===== config.mk =====
export PLATFORM = sky130hd
export DESIGN_NAME = seg7_scan_driver
export DESIGN_NICKNAME = d
export VERILOG_FILES = /design/src/rtl/seg7_scan_driver.sv
export SDC_FILE = /design/constraint.sdc
export NUM_CORES = 1
export LEC_CHECK = 0
export ABC_AREA = 1
export CORE_UTILIZATION = 56
export CTS_BUF_LIST = sky130_fd_sc_hd__clkbuf_16
export DETAILED_ROUTE_END_ITERATION = 7
export PLACE_DENSITY = 0.86
export SYNTH_ARGS = -nofsm -noshare
export SYNTH_HDL_FRONTEND = slang
export SYNTH_SLANG_ARGS = --single-unit

===== constraint.sdc =====
create_clock -name clk -period 5.1 [get_ports clk]
set_clock_uncertainty 0.1 [all_clocks]
set_input_delay 1.02 -clock clk [delete_from_list [all_inputs] [get_ports clk]]
set_output_delay 1.02 -clock clk [all_outputs]
set_load 0.01 [all_outputs]

===== src/rtl/seg7_scan_driver.sv =====
// Purpose: time-multiplexed 8-digit seven-segment driver with per-digit blink and decimal point.
// Latency: AN/SEGMENT follow the digit index by 1 cycle; inputs become visible only at the next frame wrap.
// Backpressure: none; free-running display scanner, inputs are sampled once per frame.
module seg7_scan_driver #(
    parameter int SCAN_DIV  = 50000,
    parameter int BLINK_DIV = 25000000
) (
    input  logic        clk,
    input  logic        rst,
    input  logic [31:0] Disp_num,
    input  logic [7:0]  LE_out,
    input  logic [7:0]  point_out,
    output logic [7:0]  AN,
    output logic [7:0]  SEGMENT,
    output logic        frame_done
);

    localparam int SCAN_W  = (SCAN_DIV  > 1) ? $clog2(SCAN_DIV)  : 1;
    localparam int BLINK_W = (BLINK_DIV > 1) ? $clog2(BLINK_DIV) : 1;
    localparam logic [SCAN_W-1:0]  SCAN_LAST  = SCAN_W'(SCAN_DIV - 1);
    localparam logic [BLINK_W-1:0] BLINK_LAST = BLINK_W'(BLINK_DIV - 1);

    logic [SCAN_W-1:0]  scan_cnt;
    logic [BLINK_W-1:0] blink_cnt;
    logic [2:0]         digit_idx;
    logic               blink_phase;
    logic [31:0]        shadow_num;
    logic [7:0]         shadow_le;
    logic [7:0]         shadow_pt;

    logic               scan_term;
    logic               frame_wrap;
    logic [3:0]         cur_nibble;
    logic               cur_blank;

    assign scan_term  = (scan_cnt == SCAN_LAST);
    assign frame_wrap = scan_term && (digit_idx == 3'd7);
    assign cur_nibble = shadow_num[{digit_idx, 2'b00} +: 4];
    assign cur_blank  = shadow_le[digit_idx] && blink_phase;

    // Active-low glyph for one hex nibble, bit0 = segment a.
    function automatic logic [6:0] hex_glyph(input logic [3:0] nib);
        logic [6:0] g;
        case (nib)
            4'h0: g = 7'h40;
            4'h1: g = 7'h79;
            4'h2: g = 7'h24;
            4'h3: g = 7'h30;
            4'h4: g = 7'h19;
            4'h5: g = 7'h12;
            4'h6: g = 7'h02;
            4'h7: g = 7'h78;
            4'h8: g = 7'h00;
            4'h9: g = 7'h10;
            4'hA: g = 7'h08;
            4'hB: g = 7'h03;
            4'hC: g = 7'h46;
            4'hD: g = 7'h21;
            4'hE: g = 7'h06;
            default: g = 7'h0E;
        endcase
        return g;
    endfunction

    // Dwell counter: each digit is held for SCAN_DIV cycles.
    always_ff @(posedge clk or posedge rst) begin
        if (rst) begin
            scan_cnt <= '0;
        end else if (scan_term) begin
            scan_cnt <= '0;
        end else begin
            scan_cnt <= scan_cnt + 1'b1;
        end
    end

    // Digit index advances at the end of each dwell and wraps 7 -> 0.
    always_ff @(posedge clk or posedge rst) begin
        if (rst) begin
            digit_idx <= 3'd0;
        end else if (scan_term) begin
            digit_idx <= digit_idx + 3'd1;
        end
    end

    // Inputs are captured only at the frame wrap so a frame never shows a torn value.
    always_ff @(posedge clk or posedge rst) begin
        if (rst) begin
            shadow_num <= '0;
            shadow_le  <= '0;
            shadow_pt  <= '0;
            frame_done <= 1'b0;
        end else begin
            frame_done <= frame_wrap;
            if (frame_wrap) begin
                shadow_num <= Disp_num;
                shadow_le  <= LE_out;
                shadow_pt  <= point_out;
            end
        end
    end

    // Blink half-period timer; phase 0 is the visible half.
    always_ff @(posedge clk or posedge rst) begin
        if (rst) begin
            blink_cnt   <= '0;
            blink_phase <= 1'b0;
        end else if (blink_cnt == BLINK_LAST) begin
            blink_cnt   <= '0;
            blink_phase <= ~blink_phase;
        end else begin
            blink_cnt   <= blink_cnt + 1'b1;
        end
    end

    // Registered output stage: recomputed every cycle so blanking can change mid-dwell.
    always_ff @(posedge clk or posedge rst) begin
        if (rst) begin
            AN      <= 8'hFF;
            SEGMENT <= 8'hFF;
        end else if (cur_blank) begin
            AN      <= 8'hFF;
            SEGMENT <= 8'hFF;
        end else begin
            AN      <= ~(8'd1 << digit_idx);
            SEGMENT <= {~shadow_pt[digit_idx], hex_glyph(cur_nibble)};
        end
    end

endmodule


==> run metrics, run 1 <==
Critical Setup Path Class=reg -> reg; share of synthesized cell area in and, or, nand and nor gates=34.6%; clock tree from TritonCTS=yes; total wire length after detailed routing=12.7 mm; initial drt markers=360; routed via count divided by cell count=5.20; internal power=1.34 mW; clock period minus final worst setup slack=2.95 ns; register bit count reported by yosys=110; Max Clock Freq=339 MHz; sum of overflow across all layers after global routing=0; first-pass GRT wire length=21.6 mm; status=finished clean; Switch Pwr=353 uW; die width=103 um; Routed WL per cell=13.5 um; syn avg cell area=7.67 um^2; total negative setup slack=0 ns; master cell of the clock root buffer=sky130_fd_sc_hd__clkbuf_16; post-detailed-route count of antenna-violating nets=0; clock share of power=45.4%; effective utilization at floorplan=57.9%; synthesized cell area=0.00566 mm^2; number of warnings reported in the yosys synthesis log=0; fraction of final layout cells sized beyond drive strength 1=6.72%; final number of setup-violating endpoints=0; total inserted antenna cells=0; number of remaining DRC errors=0; worst max-slew margin expressed relative to the limit=32.5%; maximum capacitance violations=0; static power due to leakage=3.38 nW; Final period util=57.8%; Total Routing Usage GR=26.4%; Core ar.=0.00977 mm^2; areal power density over the cells=253 mW/mm^2; Row Count=36; pin count of the biggest net entering global routing=85; fraction of the mapped netlist area in compound gates=3.16%; Final Power=1.70 mW; proportion of power drawn by flip-flops and latches=51.4%; worst supply voltage drop on vdd=0.148 mV; deepest clock path buffer count=2; number of clock buffers inserted by TritonCTS=9; chip height=103 um; Post-CTS Hold Fix Bufs=0; type of element capturing the critical path=register; total setup buffers inserted after CTS=0; number of antenna violations at the first check in global routing=0; post-synthesis instance total=738; largest family of logic cells by synthesized area=simple AND/OR/NAND/NOR gates; Resize count post-CTS=0; number of top-level pins=67; number of port buffers=66; xor and xnor area share after synthesis=2.32%; count of final max-slew check failures=0; multiplexer area fraction after synthesis=0%; Mapped Nets=802; Clk Latency, worst-skew pair=0.35 ns; number of distinct library cells after synthesis=35; switching share of power=20.8%; Final Wtd Congestion=0.881; die footprint=0.0105 mm^2; clock sink count=110; count of nets after finishing=862; via count of the first global-routing pass=4637; fraction of the mapped netlist area in adder cells=3.10%; register clock-pin slew on the reported worst setup and hold paths=0.07 ns; register area share after synthesis=49.0%; actual slew at the worst max-slew pin=1.01 ns; deepest level of the CTS H-tree=3; half-perimeter wire length of the detailed placement result=8.90 mm; Critical Path Fanout Max=28; Area growth syn-to-layout=18.8%; endpoint required time on the critical path=5.26 ns; DR pass1 iterations=5; count of vias placed by the detailed router=4871; Fin. Hold Viols=0; Logic pwr share=3.3%; Worst setup SP type=register; unrepaired setup endpoints after global routing=no; CP arrival=3.11 ns; class of the tightest hold or removal check=reg -> reg
==> kinds of logic (layout without fill, tap and decap cells) <==
kind of cell / after synthesis / in the layout
buffers and inverters: 107 / 172
adder cells (fa/ha/maj): 14 / 14
AO/OA/AOI/OAI: 30 / 30
AND/OR/NAND/NOR: 462 / 462
flip-flops: 110 / 110
XOR/XNOR: 15 / 15
==> final timing paths <==
path	startpoint	slack (ns)	to	cells after the start
setup reg to reg	digit_idx[0]	2.15	SEGMENT[5]	11
min in group asynchronous	rst	1.17	blink_cnt[15]	2
setup / recovery	digit_idx[0]	2.15	SEGMENT[5]	11
hold reg to reg	scan_cnt[0]	0.38	scan_cnt[0]	1
hold / removal	scan_cnt[0]	0.38	scan_cnt[0]	1
max in group asynchronous	rst	2.73	SEGMENT[7]	3
==> cell usage in the layout (no fill, tap or decap), drive strengths merged <==
cell	count
a21o	1
a21oi	5
a31oi	1
a32o	2
buf	2
bufinv	2
clkbuf	9
clkdlybuf4s50	66
clkinv	2
dfrtp	94
dfstp	16
ha	14
inv	91
nand2	289
nand3	69
nand3b	1
nand4	11
nor2	71
nor3	18
nor3b	1
nor4	2
o211a	1
o21ai	16
o21bai	4
xnor2	4
xor2	11
==> area by class of cell <==
type	instances	area (um^2)
clock buffer	9	225
clock inverter	7	105
fill	801	3050
inverter	88	333
multi-input combinational	521	2440
sequential	110	2770
tap	133	166
timing repair buffer	68	676
==> cell usage after synthesis (all sizes together) <==
cell type / n / area [um^2]
o211a: 1 / 10.0
nor3b: 1 / 7.51
o21bai: 4 / 30.0
xnor2: 4 / 35.0
a21o: 1 / 7.51
nand2: 289 / 1090
o21ai: 16 / 80.1
nor3: 18 / 111
a32o: 2 / 20.0
dfrtp: 94 / 2350
buf: 16 / 101
xor2: 11 / 96.3
nor4: 2 / 27.5
nand4: 11 / 75.1
nand3b: 1 / 7.51
a21oi: 5 / 25.0
nand3: 69 / 365
ha: 14 / 175
nor2: 71 / 269
inv: 88 / 330
a31oi: 1 / 6.26
clkbuf: 3 / 11.3
dfstp: 16 / 420
==> flip-flops by register name, summed over array words and instances, names as in the netlist, 3 cells and up <==
register    cells
AN              8
blink_cnt      25
shadow_le       8
shadow_pt       8
scan_cnt       16
digit_idx       3
SEGMENT         8
shadow_num     32
==> power groups by stage <==
| stage | combinational (mW) | clock, mW | sequential [mW] |
|---|---|---|---|
| final | 0.0559 | 0.770 | 0.872 |
| after global routing | 0.0618 | 0.814 | 0.872 |
| after CTS | 0.0573 | 0.777 | 0.872 |
| after detailed placement | 0.0572 | 0 | 0.889 |
| after global placement | 0.0567 | 0 | 0.889 |
| after floorplan | 0.0125 | 0 | 0.889 |
==> per-layer routing <==
| metal | vias up | GRT usage, % | share of wire, % |
|---|---|---|---|
| met1 | 2238 | 38.3 | 45 |
| met2 | 205 | 41.7 | 47 |
| li1 | 2405 | - | - |
| met3 | 23 | 3.73 | 6.4 |
| met4 | 0 | 7.58 | 1.6 |
| met5 | - | 0 | 0 |
==> stage by stage <==
step           worst slack (ns)  util, %  hold slack, ns  std cells  area, um^2
2_1_floorplan              1.10        -           0.333        738        5660
3_3_place_gp               2.34     65.4           0.348        920        6390
3_5_place_dp               2.26     65.4           0.366        920        6390
4_1_cts                    2.24     68.8           0.380        936        6720
5_1_grt                    1.95     68.8           0.400        936        6720
6_report                   2.15     68.8           0.376        936        6720
==> worst max-delay path: stages (launching register included) <==
cell and delay [ns]:
sky130_fd_sc_hd__dfrtp_1 0.73, sky130_fd_sc_hd__inv_2 0.52, sky130_fd_sc_hd__nand2_1 0.13, sky130_fd_sc_hd__nand3_1 0.09, sky130_fd_sc_hd__nand2_1 0.07, sky130_fd_sc_hd__o21ai_1 0.44, sky130_fd_sc_hd__inv_1 0.18, sky130_fd_sc_hd__ha_1 0.26
sky130_fd_sc_hd__nand3_1 0.13, sky130_fd_sc_hd__nand2_1 0.09, sky130_fd_sc_hd__nand2_1 0.06, sky130_fd_sc_hd__nand3_1 0.06
Note: power is estimated with default switching activity, not from simulation.
==> inputs of run 2 (changes only) <==
- CORE_UTILIZATION: 56 -> 51
- PLACE_DENSITY: 0.86 -> 0.83
- clock period: 5.1 -> 2.4 ns (I/O delays scaled with it)
==> run 2 against run 1 <==
The run now ends with DRC left. Worst setup slack lost 1.8 ns. Non-clock buffer count grew 12. Final cell count grew 2.0%. Register-to-register slack lost 1.8 ns. Clock power grew 110%. Routed wire length shrank 5.3%. Total power grew 110%. Core utilization shrank 5.6 points. Clock-buffer cell count is the same. Critical path depth shrank 10. First-iteration DRC count shrank 4.4%. Largest power group unchanged.
==> run metrics, run 2 (synthesis results as in run 1) <==
unrepaired setup endpoints after global routing=no (unchanged); deepest level of the CTS H-tree=3 (unchanged); Hold WS=0.366 ns (was 0.376 ns); Worst setup SP type=register (unchanged); clock period minus final worst setup slack=2.00 ns; die width=107 um (was 103 um); total area of multi-input combinational cells=0.00244 mm^2 (unchanged); actual slew at the worst max-slew pin=0.509 ns (was 1.01 ns); footprint of the flip-flops and latches=0.00277 mm^2 (unchanged); Max Clock Freq=499 MHz; initial drt markers=344 (was 360); deepest clock path buffer count=2 (unchanged); CP Cell Sequence=clkdlybuf4s50_1 (was inv_2 -> nand2_1 -> nand3_1 -> nand2_1 -> o21ai_1 -> inv_1 -> ha_1 -> nand3_1 -> nand2_1 -> nand2_1 -> nand3_1); fill count=952 (was 801); chip height=107 um (was 103 um); Core ar.=0.0108 mm^2 (was 0.00977 mm^2); Post-CTS Hold Fix Bufs=0 (unchanged); worst setup slack after placement=0.473 ns (was 2.26 ns); fraction of final layout cells sized beyond drive strength 1=7.85% (was 6.72%); failing checks=DRC; die footprint=0.0115 mm^2 (was 0.0105 mm^2); count of nets after finishing=874 (was 862); Final period util=83.5%; Area growth syn-to-layout=21.0% (was 18.8%); Biggest register=shadow_num (unchanged); total inserted antenna cells=0 (unchanged); registers with the most flip-flops=shadow_num x32, blink_cnt x25, scan_cnt x16 (unchanged); fraction of the core area covered by cells at the end of the flow=63.2% (was 68.8%); clock sink count=110 (unchanged); Total Routing Usage GR=23.3% (was 26.4%); worst supply voltage drop on vdd=0.395 mV (was 0.148 mV); post-route setup slack=0.396 ns (was 2.15 ns); reg-to-reg slack, setup=0.40 ns (was 2.15 ns); class of the tightest hold or removal check=in -> async (was reg -> reg); status=finished, violations left (was finished clean); Routed WL per cell=12.6 um (was 13.5 um); type of element capturing the critical path=primary output (was register); Critical Setup Path Class=reg -> out (was reg -> reg); CP arrival=1.42 ns (was 3.11 ns); most frequent standard cell in the layout excluding fill and tap cells=sky130_fd_sc_hd__nand2_1 (unchanged); Critical Path Fanout Max=1 (was 28); total wire length after detailed routing=12.0 mm (was 12.7 mm); buffer and inverter count on the worst path=1 (was 2); number of remaining DRC errors=1 (was 0); Final Power=3.58 mW (was 1.70 mW); met2 routed wirelength=5.53 mm (was 5.93 mm); number of port buffers=66 (unchanged); number of cells in the finished layout apart from fillers=955 (was 936); master cell of the clock root buffer=sky130_fd_sc_hd__clkbuf_16 (unchanged); worst max-slew margin expressed relative to the limit=66.0% (was 32.5%); depth of the most critical reg-to-reg path=11 (unchanged); via count of the first global-routing pass=4585 (was 4637); routed length on met3=567 um (was 817 um); Slowest cell on crit path=sky130_fd_sc_hd__dfstp_2 (was sky130_fd_sc_hd__dfrtp_1); Row Count=38 (was 36); Finished Cell Area=0.00685 mm^2 (was 0.00672 mm^2); post-detailed-placement cell area=0.00653 mm^2 (was 0.00639 mm^2); static power due to leakage=3.44 nW (was 3.38 nW); Reg2Reg Launch Point=digit_idx[0] (unchanged); total setup buffers inserted after CTS=0 (unchanged); endpoint required time on the critical path=1.82 ns (was 5.26 ns); number of antenna violations at the first check in global routing=0 (unchanged); clock tree from TritonCTS=yes (unchanged); M1 wire length=5.72 mm (about the same); half-perimeter wire length of the detailed placement result=8.85 mm (was 8.90 mm); post-detailed-route count of antenna-violating nets=0 (unchanged); sum of overflow across all layers after global routing=0 (unchanged); final number of setup-violating endpoints=0 (unchanged); routed via count divided by cell count=5.01 (was 5.20); number of clock buffers inserted by TritonCTS=9 (unchanged); Final Wtd Congestion=0.918 (was 0.881); total negative setup slack=0 ns (unchanged); Highest Signal Layer=met4 (unchanged); maximum capacitance violations=0 (unchanged); number of top-level pins=67 (unchanged); effective utilization at floorplan=52.2% (was 57.9%); commonest cells after routing, fill and taps aside=sky130_fd_sc_hd__nand2_1 (285), sky130_fd_sc_hd__dfrtp_1 (94), sky130_fd_sc_hd__inv_1 (83) (was sky130_fd_sc_hd__nand2_1 (285), sky130_fd_sc_hd__dfrtp_1 (94), sky130_fd_sc_hd__inv_1 (82)); count of vias placed by the detailed router=4789 (was 4871); Top delay family on crit path=flip-flops (unchanged); count of final max-slew check failures=0 (unchanged); Resize count post-CTS=0 (unchanged); Fin. Hold Viols=0 (unchanged); pin count of the biggest net entering global routing=56 (was 85); register clock-pin slew on the reported worst setup and hold paths=0.07 ns (about the same); number of cells in the design after placement=939 (was 920); Clk Latency, worst-skew pair=0.36 ns (was 0.35 ns); peak per-stage delay on the critical path=0.54 ns (was 0.73 ns); areal power density over the cells=522 mW/mm^2 (was 253 mW/mm^2); first-pass GRT wire length=20.9 mm (was 21.6 mm); DR pass1 iterations=7 (was 5); flip-flop count of the largest register, all copies and words added=32 (unchanged); capture instance of the worst register-to-register path=SEGMENT[0] (was SEGMENT[5])
run 2: cell count changes in the layout (fill, tap and decap cells not counted), sizes merged:
cell,change
inv,-1
clkinvlp,+1
buf,+12
run 2: area by class of cell:
cell class,instances,share of cell area [%]
Clock buffer,9,3.29
Sequential cell,110,40.5
Timing Repair Buffer,80,11.7
Multi-Input combinational cell,521,35.7
Tap cell,140,2.56
Clock inverter,7,1.41
Inverter,88,4.88
run 2: worst max path at each step:
stage                            start         end  slack, ns  cells past startpoint
after floorplan           digit_idx[0]  SEGMENT[5]       0.40                     13
after global placement    digit_idx[0]  SEGMENT[0]       0.48                     11
after detailed placement  digit_idx[0]  SEGMENT[0]       0.47                     11
after CTS                   SEGMENT[4]  SEGMENT[4]       0.39                      1
after global routing      digit_idx[0]  SEGMENT[3]       0.21                     12
final                       SEGMENT[7]  SEGMENT[7]       0.40                      1
run 2: per-layer routing:
metal  vias up  global-route usage (%)
met5         -                       0
met4         0                    6.07
met3        16                    4.96
met2       140                    37.1
met1      2200                    32.4
li1       2433                       -
run 2: report_power, final:
part / internal (mW) / total, mW / leakage [nW] / switching, mW
Combinational: 0.0767 / 0.123 / 2.08 / 0.0466
Sequential: 1.85 / 1.85 / 1.20 / 0
Clock: 0.920 / 1.60 / 0.161 / 0.679
